## config.mk

```make
export PLATFORM = sky130hd
export DESIGN_NAME = rx_pkt_fifo
export DESIGN_NICKNAME = d
export VERILOG_FILES = /design/src/rtl/rx_pkt_fifo.sv
export SDC_FILE = /design/constraint.sdc
export NUM_CORES = 1
export LEC_CHECK = 0
export CAP_MARGIN = 20
export CORE_ASPECT_RATIO = 1.75
export CORE_MARGIN = 4
export CORE_UTILIZATION = 60
export CTS_CLUSTER_DIAMETER = 50
export CTS_CLUSTER_SIZE = 16
export DETAILED_ROUTE_END_ITERATION = 7
export DONT_BUFFER_PORTS = 1
export PLACE_DENSITY = 0.76
export SLEW_MARGIN = 20
export SYNTH_ARGS = -nofsm -noshare
export SYNTH_HDL_FRONTEND = slang
export SYNTH_SLANG_ARGS = --single-unit
```

## constraint.sdc

```tcl
create_clock -name clk -period 3.5 [get_ports clk]
set_input_delay 0.525 -clock clk [delete_from_list [all_inputs] [get_ports clk]]
set_output_delay 0.525 -clock clk [all_outputs]
set_load 0.1 [all_outputs]
```

## src/rtl/rx_pkt_fifo.sv

```systemverilog
`default_nettype none
// ============================================================================
// Module   : rx_pkt_fifo
// Purpose  : Packetising receive FIFO placed directly after the UART receiver.
//            Each received byte is parked in a one-entry staging register
//            until the next event shows whether it ends a packet. A second
//            byte pushes it with last=0; an end-of-packet strobe pushes it
//            with last=1. Entries go into a flop-based first-word-fall-through
//            FIFO whose head is presented on out_*.
// Ports    : clk, rst_n          - clock, asynchronous active-low reset
//            in_valid/in_data    - one-cycle byte strobe and byte
//            in_eop              - one-cycle end-of-packet strobe
//            out_valid/out_data/out_last/out_ready - FWFT head handshake
//            level               - FIFO occupancy (staging register excluded)
//            pkt_avail           - at least one complete packet is buffered
//            overflow/ovf_clr    - sticky drop flag and its clear
// Revision : 1.0 - initial release
// ============================================================================
module rx_pkt_fifo #(
  parameter int DEPTH = 16,
  // Derived pointer width; must stay at its default.
  parameter int AW    = $clog2(DEPTH)
) (
  input  logic          clk,
  input  logic          rst_n,
  input  logic          in_valid,
  input  logic [7:0]    in_data,
  input  logic          in_eop,
  output logic          out_valid,
  output logic [7:0]    out_data,
  output logic          out_last,
  input  logic          out_ready,
  output logic [AW:0]   level,
  output logic          pkt_avail,
  output logic          overflow,
  input  logic          ovf_clr
);

  localparam logic [AW:0] c_full_level = (AW+1)'(DEPTH);

  // Storage: {last, byte}
  logic [8:0]    r_mem [DEPTH];
  logic [AW-1:0] r_wr_ptr;
  logic [AW-1:0] r_rd_ptr;
  logic [AW:0]   r_level;
  logic [AW:0]   r_pkt_cnt;
  logic [7:0]    r_stage_data;
  logic          r_stage_full;
  logic          r_overflow;

  logic          w_push;
  logic          w_push_last;
  logic          w_pop;
  logic          w_full;
  logic          w_push_ok;
  logic          w_drop;
  logic          w_pkt_inc;
  logic          w_pkt_dec;

  // A push only ever drains the staging register, so it needs a full stage
  // plus either a new byte (evicts it) or an end-of-packet (terminates it).
  // An eop arriving with an empty stage is deliberately ignored.
  assign w_push      = r_stage_full & (in_valid | in_eop);
  assign w_push_last = in_eop;

  assign out_valid   = (r_level != '0);
  assign w_pop       = out_valid & out_ready;
  assign w_full      = (r_level == c_full_level);

  // A simultaneous pop frees the slot the push needs, so a full FIFO still
  // accepts the entry in that case.
  assign w_push_ok   = w_push & (~w_full | w_pop);
  assign w_drop      = w_push & w_full & ~w_pop;

  assign out_data    = r_mem[r_rd_ptr][7:0];
  // Masked with out_valid so stale memory never shows last=1 when empty.
  assign out_last    = out_valid & r_mem[r_rd_ptr][8];

  assign w_pkt_inc   = w_push_ok & w_push_last;
  assign w_pkt_dec   = w_pop & out_last;

  assign level       = r_level;
  assign pkt_avail   = (r_pkt_cnt != '0);
  assign overflow    = r_overflow;

  // Entry storage carries no reset; validity is tracked by the pointers.
  always_ff @(posedge clk) begin
    if (w_push_ok) begin
      r_mem[r_wr_ptr] <= {w_push_last, r_stage_data};
    end
  end

  // Staging register
  always_ff @(posedge clk or negedge rst_n) begin
    if (!rst_n) begin
      r_stage_data <= '0;
      r_stage_full <= 1'b0;
    end else if (in_valid) begin
      r_stage_data <= in_data;
      r_stage_full <= 1'b1;
    end else if (in_eop) begin
      r_stage_full <= 1'b0;
    end
  end

  // Pointers and occupancy
  always_ff @(posedge clk or negedge rst_n) begin
    if (!rst_n) begin
      r_wr_ptr <= '0;
      r_rd_ptr <= '0;
      r_level  <= '0;
    end else begin
      if (w_push_ok) begin
        r_wr_ptr <= r_wr_ptr + 1'b1;
      end
      if (w_pop) begin
        r_rd_ptr <= r_rd_ptr + 1'b1;
      end
      case ({w_push_ok, w_pop})
        2'b10:   r_level <= r_level + 1'b1;
        2'b01:   r_level <= r_level - 1'b1;
        default: r_level <= r_level;
      endcase
    end
  end

  // Complete-packet counter
  always_ff @(posedge clk or negedge rst_n) begin
    if (!rst_n) begin
      r_pkt_cnt <= '0;
    end else begin
      case ({w_pkt_inc, w_pkt_dec})
        2'b10:   r_pkt_cnt <= r_pkt_cnt + 1'b1;
        2'b01:   r_pkt_cnt <= r_pkt_cnt - 1'b1;
        default: r_pkt_cnt <= r_pkt_cnt;
      endcase
    end
  end

  // Sticky overflow; a new drop wins over a same-cycle clear.
  always_ff @(posedge clk or negedge rst_n) begin
    if (!rst_n) begin
      r_overflow <= 1'b0;
    end else if (w_drop) begin
      r_overflow <= 1'b1;
    end else if (ovf_clr) begin
      r_overflow <= 1'b0;
    end
  end

endmodule
`default_nettype wire

```

==> qor.yml, run 1 <==
clock_network:
  cts_max_path_buffers: 2
  htree_levels: 4
  later_pin_clock_latency_in_the_skew_report_ns: 0.42
  clock_tree.root_cell: "sky130_fd_sc_hd__clkbuf_16"
  cts.sinks: 172
  clkTransAtPathRegs_ns: 0.06
  post_cts.resized_instances: 0
  tritoncts_clock_tree: "built"
  cts_buffers: 17
sta:
  tightestPinTransition_ns: 1.02
  final.min_clock_period_ns: 3.25
  grt_setup_unrepaired: "no"
  timing_hold_violations_final: 0
  final_max_slew_viol_count: 0
  fmax_ghz: 0.308
  final_min_period_over_clock_period_pct: 92.9
  finClkSkew_ns: 0.00738
  setup_viol_count_final: 0
  timing.max_slew.rel_slack_pct: 31.8
  setup_total_negative_slack_ns: 0
pwr:
  leakagePower_nw: 2.85
  power_density_mw_per_mm2: 968
  ir_worst_vdd_mv: 0.730
drt:
  drtIter0Drc: 335
  drc: 0
  route.met3.wl_microns: 747
  firstDrtPassIters: 4
  route.top_layer_used: "met4"
  wl_per_cell_microns: 23.4
  wirelength_mm: 13.4
  wl_met1_mm: 4.87
  routed-via-count: 3538
  avgViaCountPerCell: 6.16
  drtAntennaViolNets: 0
  routed-wl-met2_mm: 7.50
die:
  io_pins: 31
  die_y_microns: 152
  fp.coreArea_sq_mm: 0.0116
  horizontal_extent_of_the_die_microns: 90.4
  fp.dieArea_sq_mm: 0.0138
  floorplan.initialDensity_pct: 61.5
  number_of_standard_cell_rows_in_the_floorplan: 52
cells_and_area:
  most-common-layout-cells: "sky130_fd_sc_hd__edfxtp_1, sky130_fd_sc_hd__buf_4, sky130_fd_sc_hd__dfrtp_1, sky130_fd_sc_hd__nand2_1, sky130_fd_sc_hd__mux4_2"
  area_growth_syn_to_layout_pct: 12.4
  fillCellCount: 721
  fin_area_sq_mm: 0.00802
  layout_commonest_cell: "sky130_fd_sc_hd__edfxtp_1"
  diodes: 0
  fin_nets: 455
  drive_above_1_share_pct: 22.6
synth:
  synth.cell_area_sq_mm: 0.00713
  synth.lib_cells_used.distinct: 46
  yosys.area_share.xor_xnor_pct: 1.47
  synthesized_area_fraction_occupied_by_and_or_nand_nor_cells_pct: 4.56
  synth_flop_cell: "sky130_fd_sc_hd__edfxtp_1"
  synth-edff-count: 144
  muxShareOfSynthArea_pct: 13.5
  mappedNetlistNets: 421
  synth_area_per_cell_sq_um: 18.2
  synth-seq-cells: 172
  yosys_warnings: 0
  share_of_the_synthesized_area_in_compound_gates_ao_oa_aoi_oai_pct: 4.44
  synthAdderAreaFrac_pct: 2.84
  async_sr_flop_fraction_pct: 16.3
  combinational_family_with_the_most_area_after_synthesis: "multiplexers"
  count_of_mapped_cells_out_of_synthesis: 392
  synth-seq-area-share_pct: 70.5
worst_setup_path:
  critical_path.cell_chain: "mux4_1 > or2_2 > a2bb2oi_1 > nor2b_1 > ha_1 > ha_1 > nor2b_1 > o21a_1 > o311ai_0 > o311ai_0"
  critical_path_peak_fanout: 8
  timing.critical_path.to_type: "flip-flop"
  worst_r2r_startpoint: "r_rd_ptr[0]"
  timing.critical_path.max_delay_family: "compound AO/OA/AOI/OAI gates"
  worstSetupStartpointType: "flip-flop"
  crit_buf_inv: 0
  setup.reg_to_reg.worst_slack_ns: 0.25
  cp_required_ns: 3.77
  r2r.worst_path.cells: 10
  criticalPathCategory: "reg -> reg"
  cp.arrival_ns: 3.52
  crit_path_launch: "r_rd_ptr[0]"
  crit_path_max_incr_delay_ns: 0.54
  critical_path.reg2reg.endpoint: "r_pkt_cnt[4]"
  critical_path.slowest_cell: "sky130_fd_sc_hd__mux4_1"
grt:
  gr-usage-all-layers_pct: 20.9
  antenna_found_initial: 0
  grt_pass1_wl_mm: 21.3
  globalRouteOverflowTotal: 0
  grt_pass1_vias: 3760
  pin_count_of_the_biggest_net_entering_global_routing: 33
status:
  outcome: "complete, no violations"
worst_hold_path:
  hold_depth: 1
  endpoint_with_the_worst_hold_slack: "r_stage_full"
  worst_hold_path_type: "in -> reg"
  worstHoldStart: "in_valid"
job:
  drv_cap: 0
place:
  placement.cell_area_sq_mm: 0.00739
  gp_congestion: 0.837
  io_buffer_count: 0
  hpwlAfterDp_mm: 8.97
-- synth_stat cells, types with 3 or more instances --
| cell type | number | area, sq um |
|---|---|---|
| sky130_fd_sc_hd__edfxtp_1 | 144 | 4320 |
| sky130_fd_sc_hd__dfrtp_1 | 28 | 701 |
| sky130_fd_sc_hd__nand2_1 | 26 | 97.6 |
| sky130_fd_sc_hd__mux4_2 | 22 | 495 |
| sky130_fd_sc_hd__nor2_1 | 17 | 63.8 |
| sky130_fd_sc_hd__a22oi_1 | 16 | 120 |
| sky130_fd_sc_hd__inv_1 | 15 | 56.3 |
| sky130_fd_sc_hd__ha_1 | 13 | 163 |
| sky130_fd_sc_hd__mux4_1 | 12 | 315 |
| sky130_fd_sc_hd__mux2_2 | 10 | 113 |
| sky130_fd_sc_hd__o21ai_0 | 10 | 50.1 |
| sky130_fd_sc_hd__nor3_1 | 7 | 35.0 |
| sky130_fd_sc_hd__xnor2_1 | 7 | 61.3 |
| sky130_fd_sc_hd__xor2_1 | 5 | 43.8 |
| sky130_fd_sc_hd__a21oi_1 | 4 | 20.0 |
| sky130_fd_sc_hd__buf_2 | 4 | 20.0 |
| sky130_fd_sc_hd__clkbuf_1 | 4 | 15.0 |
| sky130_fd_sc_hd__mux2i_1 | 4 | 40.0 |
| sky130_fd_sc_hd__nor2b_1 | 4 | 25.0 |
| sky130_fd_sc_hd__a21o_1 | 3 | 22.5 |
| sky130_fd_sc_hd__buf_6 | 3 | 33.8 |
| sky130_fd_sc_hd__o311ai_0 | 3 | 26.3 |
-- worst register-to-register path: cells and delay by family, from the launching register on --
kind | cells | cell delay [ns]
compound gates | 4 | 0.95
fa+ha+maj | 2 | 0.66
mux | 1 | 0.54
simple gates | 3 | 0.53
flops | 1 | 0.42
-- report_power, final --
part | internal, W | leakage (nW) | switching, W
clock | 0.00109 | 0.280 | 0.000771
combinational | 0.00101 | 0.933 | 0.00211
sequential | 0.00255 | 1.63 | 0.000235
total | 0.00465 | 2.85 | 0.00311
-- cell families after synthesis --
logic type	Yosys count
buffers and inverters	32
AOI/OAI and AO/OA	45
adders and majority gates	15
xor gates and xnor gates	12
DFF	172
muxes	48
and+or+nand+nor	68
-- registers in the layout, indices dropped and copies added (netlist names) --
register / flops
r_wr_ptr: 4
level: 5
r_stage_data: 8
r_stage_full: 1
r_mem: 144
overflow: 1
r_pkt_cnt: 5
r_rd_ptr: 4
-- metal layers --
layer	track usage, %	vias up
met3	4.64	21
met2	36.7	120
met4	8.55	0
met1	24.9	1775
met5	0	-
li1	-	1622
-- through the flow --
stage	hold slack [ns]	power [W]	setup slack [ns]	instances	utilization (%)
finish	0.198	0.00776	0.248	574	69.2
global placement	0.230	0.00586	0.392	540	63.8
detailed placement	0.230	0.00594	0.275	540	63.8
global route	0.183	0.00812	0.0414	574	69.2
floorplan	0.229	0.00532	0.162	392	-
CTS	0.188	0.00781	0.249	574	69.2
-- worst max path at each step --
stage	end	slack (ns)	cells after the start
floorplan	level[4]	0.16	9
global placement	r_pkt_cnt[4]	0.39	10
detailed placement	r_pkt_cnt[4]	0.28	10
CTS	r_pkt_cnt[4]	0.25	11
global route	r_pkt_cnt[4]	0.04	11
finish	r_pkt_cnt[4]	0.25	10
-- timing repair --
action                                 in CTS  in global routing
endpoints found under the hold margin      28                  0
setup buffers                               0                  0
hold buffers                                2                  0
-- area by class of cell --
class,count,area (sq um),area share (%)
clock buffer,20,457,5.70
clock inverter,12,135,1.69
inverter,15,56.3,0.702
multi-input combinational,188,1920,23.9
sequential,172,5030,62.7
tap,135,169,2.11
timing repair buffer,32,255,3.18
No activity file was read; power rests on OpenSTA's default activity.
==> run 2: changes to the inputs <==
Settings changed: CTS_BUF_LIST set to sky130_fd_sc_hd__clkbuf_8.
==> qor.yml, run 2 (same netlist as run 1, synthesis figures left out) <==
status:
  outcome: "complete, no violations"
pwr:
  switching_power_as_a_share_of_total_power_pct: 41.7
  ir_worst_vdd_mv: 0.839
  power_density_mw_per_mm2: 926
  power.internal_w: 0.00423
  power.net_switching_w: 0.00302
  share_clk_of_total_power_pct: 19.0
  leakagePower_nw: 2.76
  power_frac_comb_pct: 42.7
  power.share.sequential_pct: 38.3
sta:
  grt_setup_unrepaired: "no"
  fmax_ghz: 0.308
  timing.max_slew.rel_slack_pct: 34.1
  final_min_period_over_clock_period_pct: 92.8
  finClkSkew_ns: 0.0105
  worst_hold_slack_ns: 0.174
  setup_viol_count_final: 0
  setup_total_negative_slack_ns: 0
  timing_hold_violations_final: 0
  final_max_slew_viol_count: 0
  tightestPinTransition_ns: 0.985
  final.min_clock_period_ns: 3.25
worst_setup_path:
  cp_required_ns: 3.80
  critical_path.cell_chain: "mux4_1 > or2_2 > a2bb2oi_1 > nor2b_1 > ha_1 > ha_1 > nor2b_1 > o21a_1 > o311ai_0 > o311ai_0"
  worstSetupStartpointType: "flip-flop"
  critical_path.reg2reg.endpoint: "r_pkt_cnt[4]"
  critical_path_peak_fanout: 8
  worst_r2r_startpoint: "r_rd_ptr[0]"
  cp.arrival_ns: 3.55
  criticalPathCategory: "reg -> reg"
  critical_path.slowest_cell: "sky130_fd_sc_hd__mux4_1"
  crit_path_launch: "r_rd_ptr[0]"
  setup.reg_to_reg.worst_slack_ns: 0.25
  critical_path.endpoint: "r_pkt_cnt[4]"
  timing.critical_path.to_type: "flip-flop"
  r2r.worst_path.cells: 10
  crit_path_max_incr_delay_ns: 0.54
cells_and_area:
  drive_above_1_share_pct: 22.6
  fin_nets: 455
  layout_commonest_cell: "sky130_fd_sc_hd__edfxtp_1"
  fin_area_sq_mm: 0.00782
  finish.utilization_pct: 67.6
  fillCellCount: 748
  reg.largest.list: "r_mem: 144 flops, r_stage_data: 8 flops"
  diodes: 0
  most-common-layout-cells: "sky130_fd_sc_hd__edfxtp_1, sky130_fd_sc_hd__buf_4, sky130_fd_sc_hd__dfrtp_1, sky130_fd_sc_hd__nand2_1, sky130_fd_sc_hd__mux4_2"
  largest_register_ffs: 144
  area_growth_syn_to_layout_pct: 9.76
  top_register: "r_mem"
clock_network:
  cts.sinks: 172
  later_pin_clock_latency_in_the_skew_report_ns: 0.44
  clkTransAtPathRegs_ns: 0.09
  tritoncts_clock_tree: "built"
  htree_levels: 4
  cts_max_path_buffers: 2
  cts_buffers: 17
  clock_tree.root_cell: "sky130_fd_sc_hd__clkbuf_8"
  post_cts.repair.setup_buffers: 0
drt:
  drtIter0Drc: 282
  wl_per_cell_microns: 22.6
  drc: 0
  wirelength_mm: 12.9
  routed-via-count: 3469
  avgViaCountPerCell: 6.04
  drtAntennaViolNets: 0
  firstDrtPassIters: 5
die:
  horizontal_extent_of_the_die_microns: 90.4
  io_pins: 31
  floorplan.initialDensity_pct: 61.5
  number_of_standard_cell_rows_in_the_floorplan: 52
  fp.dieArea_sq_mm: 0.0138
  die_y_microns: 152
  fp.coreArea_sq_mm: 0.0116
worst_hold_path:
  hold_depth: 0
  worstHoldStart: "in_eop"
  worst_hold_path_type: "in -> reg"
grt:
  pin_count_of_the_biggest_net_entering_global_routing: 33
  grt_pass1_wl_mm: 20.8
  gr-usage-all-layers_pct: 20.4
  antenna_found_initial: 0
  grt_pass1_vias: 3739
  globalRouteOverflowTotal: 0
place:
  placement.cell_area_sq_mm: 0.00739
  io_buffer_count: 0
  gp_congestion: 0.837
  hpwlAfterDp_mm: 8.97
job:
  drv_cap: 0
==> run 2: worst min path at each step <==
stage | slack, ns | end
2_1_floorplan | 0.23 | level[0]
3_3_place_gp | 0.23 | r_pkt_cnt[4]
3_5_place_dp | 0.23 | r_pkt_cnt[2]
4_1_cts | 0.14 | r_mem[13][8]
5_1_grt | 0.13 | r_mem[5][8]
6_report | 0.17 | r_mem[9][8]
==> run 2: power by group through the flow <==
stage | Sequential (W) | Combinational, W | Clock, W
global route | 0.00281 | 0.00330 | 0.00150
detailed placement | 0.00282 | 0.00312 | 0
global placement | 0.00280 | 0.00306 | 0
floorplan | 0.00294 | 0.00239 | 0
CTS | 0.00277 | 0.00313 | 0.00140
finish | 0.00277 | 0.00310 | 0.00138
==> run 2: worst max-delay path: cells and delay by family, from the launching register on <==
| family | cells | cell delay [ns] |
|---|---|---|
| simple gates | 3 | 0.52 |
| compound gates | 4 | 0.95 |
| fa+ha+maj | 2 | 0.66 |
| mux | 1 | 0.54 |
| flops | 1 | 0.43 |
==> run 2: through the flow <==
stage	cells	setup WS, ns	power (W)
after global placement	540	0.392	0.00586
after global routing	574	0.0756	0.00761
after CTS	574	0.248	0.00731
final	574	0.250	0.00725
after detailed placement	540	0.275	0.00594
after floorplan	392	0.162	0.00532
==> run 2: final cells by class <==
class | instances | area, sq um | area share, %
multi-input combinational | 188 | 1920 | 24.5
clock buffer | 19 | 262 | 3.34
clock inverter | 13 | 139 | 1.78
timing repair buffer | 32 | 255 | 3.26
tap | 135 | 169 | 2.16
inverter | 15 | 56.3 | 0.720
sequential | 172 | 5030 | 64.2
==> run 2: what timing repair did <==
| action | 4_1_cts | 5_1_grt |
|---|---|---|
| gates resized for setup | 0 | 0 |
| hold buffers | 2 | 0 |
| hold endpoints to repair | 28 | 0 |
==> run 2: metal layers <==
metal	global-route usage [%]	up-vias	share of wire [%]
li1	-	1606	-
met1	23.8	1761	37
met2	36.3	89	57
met3	5.68	13	4.5
met4	6.43	0	1.5
met5	0	-	0
==> run 3: changes to the inputs <==
Settings changed: CAP_MARGIN 20 to 5, SKIP_CTS_REPAIR_TIMING set to 1.
==> qor.yml, run 3 (same netlist as run 1, synthesis figures left out) <==
cells_and_area:
  reg.largest.list: "r_mem: 144 flops, r_stage_data: 8 flops"
  layout_commonest_cell: "sky130_fd_sc_hd__edfxtp_1"
  multi_input_area_sq_mm: 0.00192
  fin_nets: 455
  final-seq-area_sq_mm: 0.00503
  layout.cells.non_filler: 574
  fillCellCount: 748
  top_register: "r_mem"
  diodes: 0
  fin_area_sq_mm: 0.00782
  largest_register_ffs: 144
  most-common-layout-cells: "sky130_fd_sc_hd__edfxtp_1, sky130_fd_sc_hd__buf_4, sky130_fd_sc_hd__dfrtp_1, sky130_fd_sc_hd__nand2_1, sky130_fd_sc_hd__mux4_2"
  area_growth_syn_to_layout_pct: 9.76
  drive_above_1_share_pct: 22.6
clock_network:
  cts_max_path_buffers: 2
  cts_buffers: 17
  tritoncts_clock_tree: "built"
  clock_tree.root_cell: "sky130_fd_sc_hd__clkbuf_8"
  later_pin_clock_latency_in_the_skew_report_ns: 0.45
  clkTransAtPathRegs_ns: 0.09
  cts.sinks: 172
  htree_levels: 4
drt:
  drc: 0
  wirelength_mm: 13.1
  wl_per_cell_microns: 22.8
  avgViaCountPerCell: 6.10
  drtIter0Drc: 225
  routed-via-count: 3501
  drtAntennaViolNets: 0
  firstDrtPassIters: 4
place:
  placed_cells: 540
  hpwlAfterDp_mm: 8.97
  dpl_worst_slack_ns: 0.275
  gp_congestion: 0.837
  placement.cell_area_sq_mm: 0.00739
  io_buffer_count: 0
grt:
  antenna_found_initial: 0
  gr-usage-all-layers_pct: 20.3
  grt_pass1_wl_mm: 20.7
  grt_pass1_vias: 3736
  globalRouteOverflowTotal: 0
  pin_count_of_the_biggest_net_entering_global_routing: 33
worst_hold_path:
  worstHoldStart: "in_eop"
  worst_hold_path_type: "in -> reg"
  hold_depth: 0
status:
  outcome: "complete, no violations"
die:
  horizontal_extent_of_the_die_microns: 90.4
  floorplan.initialDensity_pct: 61.5
  fp.coreArea_sq_mm: 0.0116
  number_of_standard_cell_rows_in_the_floorplan: 52
  die_y_microns: 152
  fp.dieArea_sq_mm: 0.0138
  io_pins: 31
worst_setup_path:
  cp_required_ns: 3.80
  worstSetupStartpointType: "flip-flop"
  criticalPathCategory: "reg -> reg"
  crit_path_launch: "r_rd_ptr[0]"
  cp.arrival_ns: 3.56
  critical_path_peak_fanout: 8
  worst_r2r_startpoint: "r_rd_ptr[0]"
  r2r.worst_path.cells: 10
  timing.critical_path.to_type: "flip-flop"
pwr:
  leakagePower_nw: 2.76
  ir_worst_vdd_mv: 0.839
  power_density_mw_per_mm2: 927
sta:
  final_max_slew_viol_count: 0
  tightestPinTransition_ns: 1.03
  final_min_period_over_clock_period_pct: 93.0
  fmax_ghz: 0.307
  finClkSkew_ns: 0.0119
  timing_hold_violations_final: 0
  grt_setup_unrepaired: "no"
  worst_slack_ns: 0.245
  setup_viol_count_final: 0
  final.min_clock_period_ns: 3.26
  timing.max_slew.rel_slack_pct: 31.0
  setup_total_negative_slack_ns: 0
  worst_hold_slack_ns: 0.170
job:
  drv_cap: 0
## run 3: path summary, 6_finish.rpt
check	endpoint	slack (ns)
setup / recovery	r_pkt_cnt[4]	0.24
hold / removal	r_mem[13][8]	0.17
setup reg to reg	r_pkt_cnt[4]	0.24
hold reg to reg	r_stage_full	0.48
max in group asynchronous	r_rd_ptr[0]	2.78
min in group asynchronous	r_stage_data[4]	0.55
## run 3: final cells by class
cell class / instances / area share (%)
well taps: 135 / 2.16
multi-input cells: 188 / 24.5
clock buffers: 19 / 3.34
repair buffers: 32 / 3.26
inverters: 15 / 0.720
clock inverters: 13 / 1.78
flip-flops and latches: 172 / 64.2
## run 3: power by group
part           switching (W)  total, W  internal (W)
clock network       0.000700   0.00138      0.000675
registers           0.000234   0.00278       0.00254
logic                0.00209   0.00310       0.00101
total                0.00303   0.00725       0.00423
## run 3: critical path, stage by stage, from the launching register on
cell                        delay, ns
sky130_fd_sc_hd__dfrtp_2         0.43
sky130_fd_sc_hd__mux4_1          0.54
sky130_fd_sc_hd__or2_2           0.28
sky130_fd_sc_hd__a2bb2oi_1       0.27
sky130_fd_sc_hd__nor2b_1         0.09
sky130_fd_sc_hd__ha_1            0.31
sky130_fd_sc_hd__ha_1            0.35
sky130_fd_sc_hd__nor2b_1         0.15
sky130_fd_sc_hd__o21a_1          0.19
sky130_fd_sc_hd__o311ai_0        0.32
sky130_fd_sc_hd__o311ai_0        0.18
## run 3: routing by layer
metal  GRT usage [%]  routed length (microns)  vias to the layer above  part of all wire [%]
met5               0                        0                        -                     0
met3            5.73                      651                       17                   5.0
met2            36.2                     7410                      105                    57
met1            23.7                     4780                     1769                    37
li1                -                        -                     1610                     -
met4            6.43                      224                        0                   1.7
## run 3: stage by stage
stage	total power (W)	utilization [%]
floorplan	0.00532	-
global placement	0.00586	63.8
detailed placement	0.00594	63.8
CTS	0.00730	67.3
global route	0.00761	67.6
finish	0.00725	67.6
